[src/rtl/chan_arb_pkg.sv]
// -----------------------------------------------------------------------------
// chan_arb_pkg
// Shared widths, defaults and FSM state encoding for channel_bus_arbiter.
//   CHAN_W       : channel address width (octal 00..77)
//   DATA_W       : channel data width (bits 1-14 and 16 of the word)
//   NREQ_DEFAULT : default number of channel requesters
//   CNT_W        : width of the strobe-length counter (STROBE_CYC 1..7)
//   state_t      : IDLE -> ADDR -> STROBE -> DONE transaction sequence
// -----------------------------------------------------------------------------
package chan_arb_pkg;

  localparam int CHAN_W       = 6;
  localparam int DATA_W       = 15;
  localparam int NREQ_DEFAULT = 4;
  localparam int CNT_W        = 3;

  typedef enum logic [1:0] {
    IDLE   = 2'd0,
    ADDR   = 2'd1,
    STROBE = 2'd2,
    DONE   = 2'd3
  } state_t;

endpackage

[src/rtl/rr_arbiter.sv]
// -----------------------------------------------------------------------------
// rr_arbiter
// Purely combinational round-robin picker. The search begins at index ptr
// and wraps modulo NREQ; the first requester found wins.
//   req   [NREQ-1:0]  : request vector
//   ptr   [PTR_W-1:0] : index where the search starts (must be < NREQ)
//   gnt   [NREQ-1:0]  : one-hot grant, all zero when nothing requested
//   valid             : at least one request present
// -----------------------------------------------------------------------------
module rr_arbiter #(
  parameter int NREQ  = 4,
  parameter int PTR_W = 2
) (
  input  logic [NREQ-1:0]  req,
  input  logic [PTR_W-1:0] ptr,
  output logic [NREQ-1:0]  gnt,
  output logic             valid
);

  logic [2*NREQ-1:0] req_dbl;
  logic [2*NREQ-1:0] gnt_dbl;
  logic [NREQ-1:0]   req_rot;
  logic [NREQ-1:0]   gnt_rot;

  // Rotate so that index ptr lands in bit 0, take the lowest set bit, then
  // rotate the one-hot result back. Doubling the vector makes the rotate a
  // plain shift for any NREQ, power of two or not.
  always_comb begin
    req_dbl = {req, req} >> ptr;
    req_rot = req_dbl[NREQ-1:0];
    gnt_rot = req_rot & (-req_rot);
    gnt_dbl = {gnt_rot, gnt_rot} << ptr;
    gnt     = gnt_dbl[2*NREQ-1:NREQ];
    valid   = |req;
  end

endmodule

[src/rtl/channel_bus_arbiter.sv]
// -----------------------------------------------------------------------------
// channel_bus_arbiter
// Arbitrates NREQ requesters onto a single channel bus. Each transaction runs
// IDLE -> ADDR (1 cycle) -> STROBE (STROBE_CYC cycles) -> DONE (1 cycle).
// Reads pulse RCH_ low and capture ~CHOR_; writes pulse WCH_ low with
// CHWL_ = ~wdata. All outputs are registered.
//
// Optional feature (macro CHAN_LOCK_EN): a requester holding lock and req in
// DONE goes straight back to ADDR without re-arbitration. Without the macro
// the lock input is ignored.
//
// Ports:
//   CLOCK                 : clock, rising edge
//   rst                   : asynchronous active-high reset
//   req   [NREQ]          : level request per requester
//   we    [NREQ]          : 1 write, 0 read
//   chan  [NREQ][CHAN_W]  : channel address per requester
//   wdata [NREQ][DATA_W]  : write data per requester
//   lock  [NREQ]          : hold-grant request (CHAN_LOCK_EN only)
//   CHOR_ [DATA_W]        : channel OR bus, active-low
//   gnt   [NREQ]          : one-hot grant, ADDR through DONE
//   done  [NREQ]          : one-cycle completion pulse
//   rdata [DATA_W]        : read data, true polarity, held until next read
//   ch_addr [CHAN_W]      : channel address to decoders
//   RCH_, WCH_            : read / write strobes, active-low
//   CHWL_ [DATA_W]        : write lines, active-low, all ones when idle
// -----------------------------------------------------------------------------
module channel_bus_arbiter
  import chan_arb_pkg::*;
#(
  parameter int NREQ       = NREQ_DEFAULT,
  parameter int STROBE_CYC = 2
) (
  input  logic                         CLOCK,
  input  logic                         rst,
  input  logic [NREQ-1:0]              req,
  input  logic [NREQ-1:0]              we,
  input  logic [NREQ-1:0][CHAN_W-1:0]  chan,
  input  logic [NREQ-1:0][DATA_W-1:0]  wdata,
  input  logic [NREQ-1:0]              lock,
  input  logic [DATA_W-1:0]            CHOR_,
  output logic [NREQ-1:0]              gnt,
  output logic [NREQ-1:0]              done,
  output logic [DATA_W-1:0]            rdata,
  output logic [CHAN_W-1:0]            ch_addr,
  output logic                         RCH_,
  output logic                         WCH_,
  output logic [DATA_W-1:0]            CHWL_
);

  localparam int PTR_W = (NREQ > 1) ? $clog2(NREQ) : 1;
  localparam logic [CNT_W-1:0] CNT_LAST = CNT_W'(STROBE_CYC - 1);

  state_t             state, state_n;
  logic [CNT_W-1:0]   cnt, cnt_n;
  logic [PTR_W-1:0]   ptr, ptr_n;
  logic [PTR_W-1:0]   cur_idx, idx_n;
  logic               cur_we, we_n;
  logic [DATA_W-1:0]  cur_wdata, wdata_n;

  logic [NREQ-1:0]    gnt_n, done_n;
  logic [DATA_W-1:0]  rdata_n, chwl_n;
  logic [CHAN_W-1:0]  ch_addr_n;
  logic               rch_n, wch_n;

  logic [NREQ-1:0]    arb_gnt;
  logic               arb_valid;
  logic [PTR_W-1:0]   arb_idx;

  rr_arbiter #(
    .NREQ  (NREQ),
    .PTR_W (PTR_W)
  ) u_rr (
    .req   (req),
    .ptr   (ptr),
    .gnt   (arb_gnt),
    .valid (arb_valid)
  );

  always_comb begin
    arb_idx = '0;
    for (int i = 0; i < NREQ; i++) begin
      if (arb_gnt[i]) arb_idx = PTR_W'(i);
    end
  end

`ifndef CHAN_LOCK_EN
  logic unused_lock;
  assign unused_lock = ^lock;
`endif

  // Next-state and next-output logic. Outputs are computed for the state
  // being entered so that the register stage presents them in that state;
  // the requester's chan/we/wdata are captured on the edge into ADDR so
  // ch_addr is already valid during ADDR.
  always_comb begin
    // NOTE: every variable gets a default before the case so no path through
    // this block leaves one unassigned, which would infer a latch.
    state_n   = state;
    cnt_n     = cnt;
    ptr_n     = ptr;
    idx_n     = cur_idx;
    we_n      = cur_we;
    wdata_n   = cur_wdata;
    gnt_n     = gnt;
    done_n    = '0;
    rdata_n   = rdata;
    ch_addr_n = ch_addr;
    rch_n     = 1'b1;
    wch_n     = 1'b1;
    chwl_n    = '1;

    unique case (state)
      IDLE: begin
        gnt_n = '0;
        if (arb_valid) begin
          state_n   = ADDR;
          gnt_n     = arb_gnt;
          idx_n     = arb_idx;
          ptr_n     = (arb_idx == PTR_W'(NREQ - 1)) ? '0 : arb_idx + 1'b1;
          ch_addr_n = chan[arb_idx];
          we_n      = we[arb_idx];
          wdata_n   = wdata[arb_idx];
        end
      end

      ADDR: begin
        state_n = STROBE;
        cnt_n   = '0;
        rch_n   = cur_we;
        wch_n   = ~cur_we;
        if (cur_we) chwl_n = ~cur_wdata;
      end

      STROBE: begin
        if (cnt == CNT_LAST) begin
          // Leaving the last strobe cycle: strobes release and read data is
          // sampled on this same edge.
          state_n = DONE;
          done_n  = gnt;
          if (!cur_we) rdata_n = ~CHOR_;
        end else begin
          cnt_n = cnt + 1'b1;
          rch_n = cur_we;
          wch_n = ~cur_we;
          if (cur_we) chwl_n = ~cur_wdata;
        end
      end

      DONE: begin
        state_n = IDLE;
        gnt_n   = '0;
`ifdef CHAN_LOCK_EN
        // Locked requester keeps the bus; pointer is left untouched so
        // arbitration resumes where it would have without the lock.
        if (lock[cur_idx] && req[cur_idx]) begin
          state_n   = ADDR;
          gnt_n     = gnt;
          ch_addr_n = chan[cur_idx];
          we_n      = we[cur_idx];
          wdata_n   = wdata[cur_idx];
        end
`endif
      end

      default: state_n = IDLE;
    endcase
  end

  // NOTE: sequential state uses non-blocking assignments so every register
  // samples the pre-edge values, independent of statement order.
  always_ff @(posedge CLOCK or posedge rst) begin
    if (rst) begin
      state     <= IDLE;
      cnt       <= '0;
      ptr       <= '0;
      cur_idx   <= '0;
      cur_we    <= 1'b0;
      cur_wdata <= '0;
      gnt       <= '0;
      done      <= '0;
      rdata     <= '0;
      ch_addr   <= '0;
      RCH_      <= 1'b1;
      WCH_      <= 1'b1;
      CHWL_     <= '1;
    end else begin
      state     <= state_n;
      cnt       <= cnt_n;
      ptr       <= ptr_n;
      cur_idx   <= idx_n;
      cur_we    <= we_n;
      cur_wdata <= wdata_n;
      gnt       <= gnt_n;
      done      <= done_n;
      rdata     <= rdata_n;
      ch_addr   <= ch_addr_n;
      RCH_      <= rch_n;
      WCH_      <= wch_n;
      CHWL_     <= chwl_n;
    end
  end

endmodule

[config.mk]
export PLATFORM = sky130hd
export DESIGN_NAME = channel_bus_arbiter
export DESIGN_NICKNAME = d
export VERILOG_FILES = /design/src/rtl/chan_arb_pkg.sv /design/src/rtl/rr_arbiter.sv /design/src/rtl/channel_bus_arbiter.sv
export SDC_FILE = /design/constraint.sdc
export NUM_CORES = 1
export LEC_CHECK = 0
export ABC_AREA = 1
export CAP_MARGIN = 15
export CORE_ASPECT_RATIO = 2
export CORE_MARGIN = 8
export CORE_UTILIZATION = 40
export DETAILED_ROUTE_END_ITERATION = 16
export HOLD_SLACK_MARGIN = 0.05
export PLACE_DENSITY = 0.84
export SLEW_MARGIN = 20
export SYNTH_ARGS = -nofsm -noshare
export SYNTH_HDL_FRONTEND = slang
export SYNTH_SLANG_ARGS = --single-unit
[constraint.sdc]
create_clock -name CLOCK -period 2.27 [get_ports CLOCK]
set_clock_uncertainty 0.15 [all_clocks]
set_input_delay 0.454 -clock CLOCK [delete_from_list [all_inputs] [get_ports CLOCK]]
set_output_delay 0.454 -clock CLOCK [all_outputs]
set_load 0.03 [all_outputs]
==> flow_summary.ini <==
[grt]
grt_max_degree = 57
grt_overflow = 0
grt_first_pass_wirelength_um = 19100
grt.total_usage_pct = 17.3
antenna_found_initial = 0
grt_pass1_vias = 4176

[cells_and_area]
area_delta_synth_final_pct = 61.7
diodes = 0
layout.nets = 861
drive_above_1_share_pct = 16.1

[critical_path]
reg2reg_from = ptr[0]
r2r_end = ptr[0]
crit_path_end_kind = flip-flop
cp-start-kind = flip-flop
r2r_cells = 12
cp_max_fo = 7
r2r_slack_ns = 0.03
critPathKind = reg2reg
critPathArrivalTime_ns = 2.31
crit_required_ns = 2.35

[timing]
finalMaxSlewViolations = 0
timing.final.crit_share_pct = 98.5
hold_violations = 0
max_freq_ghz = 0.447
fin_crit_ns = 2.24
final.setup.tns_ns = 0
setup_violations = 0
rsz0062_at_grt = true
relSlewSlack_pct = 77.0
max_slew.worst_pin.slew_ns = 0.344
setup_ws_ns = 0.0332

[clock_network]
clock_latency_ns = 0.33
clock_sinks = 69
clockBufferDepth = 2
cts_root_buf = clkbuf_16
cts_tree = done
cts_max_level = 3
cts_buffers = 9
clkTransAtPathRegs_ns = 0.06

[detailed_routing]
totalWireLength_um = 12400
antenna_left = 0
routed_via_density = 4.72
vias = 4155
drc_errors = 0
drt_iter0_drc = 153
dr.pass1.iters = 5
wire_per_inst_um = 14.1

[synthesis]
synth.area.top_cells = dfrtp_1 (32%), nand2_1 (20%), dfstp_2 (11%)
synthCells = 570
synth.top_cell.area_share_pct = 32.2
synth_edf_count = 0
syn_nets = 690
yosysMostFrequentCell = nand2_1
ys_ff_latch = 69
synth.cell_area_sq_um = 4040
ys_async_sr_fraction_pct = 100
seq_area_frac_synth_pct = 43.3
synth.avg_cell_area_sq_um = 7.08
yosysUniqueCellTypes = 27
synthFlopType = dfrtp_1
ys_warn_count = 0
yosys.area.top_type = dfrtp_1
synth_common_cells = nand2_1 (214), inv_1 (101), nand3_1 (72)

[die]
die_area_sq_um = 13800
io_pins = 159
die_w_um = 87.0
initial_utilization_pct = 40.5
rows = 52
core_area_sq_um = 9950
chipHeight_um = 158

[power]
ir_worst_vdd_mv = 0.867
leakage_nw = 3.38
power_w = 0.0116
power.density_nw_per_um2 = 1770

[worst_hold_path]
min_from = cur_wdata[3]
min_to = CHWL_[3]
min_path_cells = 1
hold_path_class = reg2reg

[placement]
gp_congestion = 0.784
dp_slack_ns = -0.306
portBuffers = 154
dp_hpwl_um = 9030

[flow_run]
drv_cap = 0

[outcome]
status = finished, final reports clean
==> registers in the layout, indices dropped and copies added (netlist names) <==
signal     cells
cur_we         1
gnt            4
cur_wdata     15
RCH_           1
cnt            3
WCH_           1
done           4
CHWL_         15
state          2
rdata         15
ptr            2
ch_addr        6
==> through the flow <==
stage / hold slack [ns] / std cells / util, % / instance area, sq um
finish: 0.281 / 881 / 65.5 / 6520
global route: 0.300 / 881 / 65.5 / 6520
CTS: 0.280 / 873 / 62.0 / 6170
detailed placement: 0.271 / 857 / 58.6 / 5840
global placement: 0.266 / 857 / 58.6 / 5840
floorplan: 0.256 / 570 / - / 4040
==> report_power, final <==
| part | internal [W] | switching, W | leakage, nW |
|---|---|---|---|
| clock | 0.000983 | 0.000506 | 0.159 |
| sequential | 0.00192 | 0.000311 | 0.820 |
| combinational | 0.00329 | 0.00457 | 2.40 |
| total | 0.00619 | 0.00538 | 3.38 |
==> per-layer routing <==
layer  vias up  GRT usage [%]  share of wire [%]
met4         0           6.78                2.1
li1       2078              -                  -
met1      1906           19.2                 39
met2       155           29.7                 51
met3        16           5.51                7.8
met5         -              0                  0
==> cell usage in the layout, fill, tap and decap left out, types with 2 or more instances in the layout <==
cell type          n
inv_1            100
a21oi_1            2
clkdlybuf4s50_1  150
clkbuf_16         15
ha_1               7
nand2_1          195
nand2_4            6
nand2_2           20
nor2_1             7
o21ai_0           37
nand3_2           17
o21ai_2            2
buf_4             18
dfrtp_1           51
clkinv_4           2
o22ai_1            4
buf_12             7
nand3b_1           6
buf_6              3
dfstp_2           17
clkinvlp_4         2
nand4_1            2
nand3_1           57
nand3_4            2
dlymetal6s2s_1     4
nand2_8            2
==> worst max path at each step <==
stage                       from       endpoint  slack [ns]  depth (start not counted)
after detailed placement  req[2]  cur_wdata[10]       -0.31                         16
final                     ptr[0]         ptr[0]        0.03                         12
after global routing      ptr[0]   cur_wdata[0]       -0.08                         16
after global placement    req[1]   cur_wdata[5]       -0.24                         15
after CTS                 req[2]  cur_wdata[10]        0.03                         16
after floorplan           ptr[0]     ch_addr[0]        0.32                         17
==> cells by family (layout without fill, tap and decap cells) <==
kind of cell / Yosys count / count (layout) / synth area share (%)
AO/OA/AOI/OAI: 46 / 46 / 5.89
XOR/XNOR: 1 / 1 / 0.217
adder cells (fa/ha/maj): 7 / 7 / 2.17
buffers and inverters: 130 / 306 / 14.3
flip-flops: 69 / 69 / 43.3
AND/OR/NAND/NOR: 317 / 317 / 34.1
==> critical path: stages, from the launching register on <==
cell	delay [ns]
dfrtp_2	0.48
clkinv_4	0.13
nand2_4	0.08
nand3_1	0.08
nand2_2	0.11
inv_1	0.06
nand4_1	0.14
nand3_2	0.16
nand2_8	0.17
nand2_8	0.09
buf_8	0.15
buf_4	0.13
o21ai_0	0.19
==> cell type report <==
class                      count  area [sq um]
fill                         799          3430
timing repair buffer         187          1980
multi-input combinational    371          1900
sequential                    69          1750
inverter                     103           395
clock buffer                  12           279
tap                          135           169
clock inverter                 4          51.3
==> timing repair <==
item	in CTS	in global routing
hold buffers	0	0
endpoints found under the setup margin	14	22
gates cloned	0	5
pin swaps	0	13
setup buffers	0	3
gates resized for setup	1	56
No activity file was read; power rests on OpenSTA's default activity.
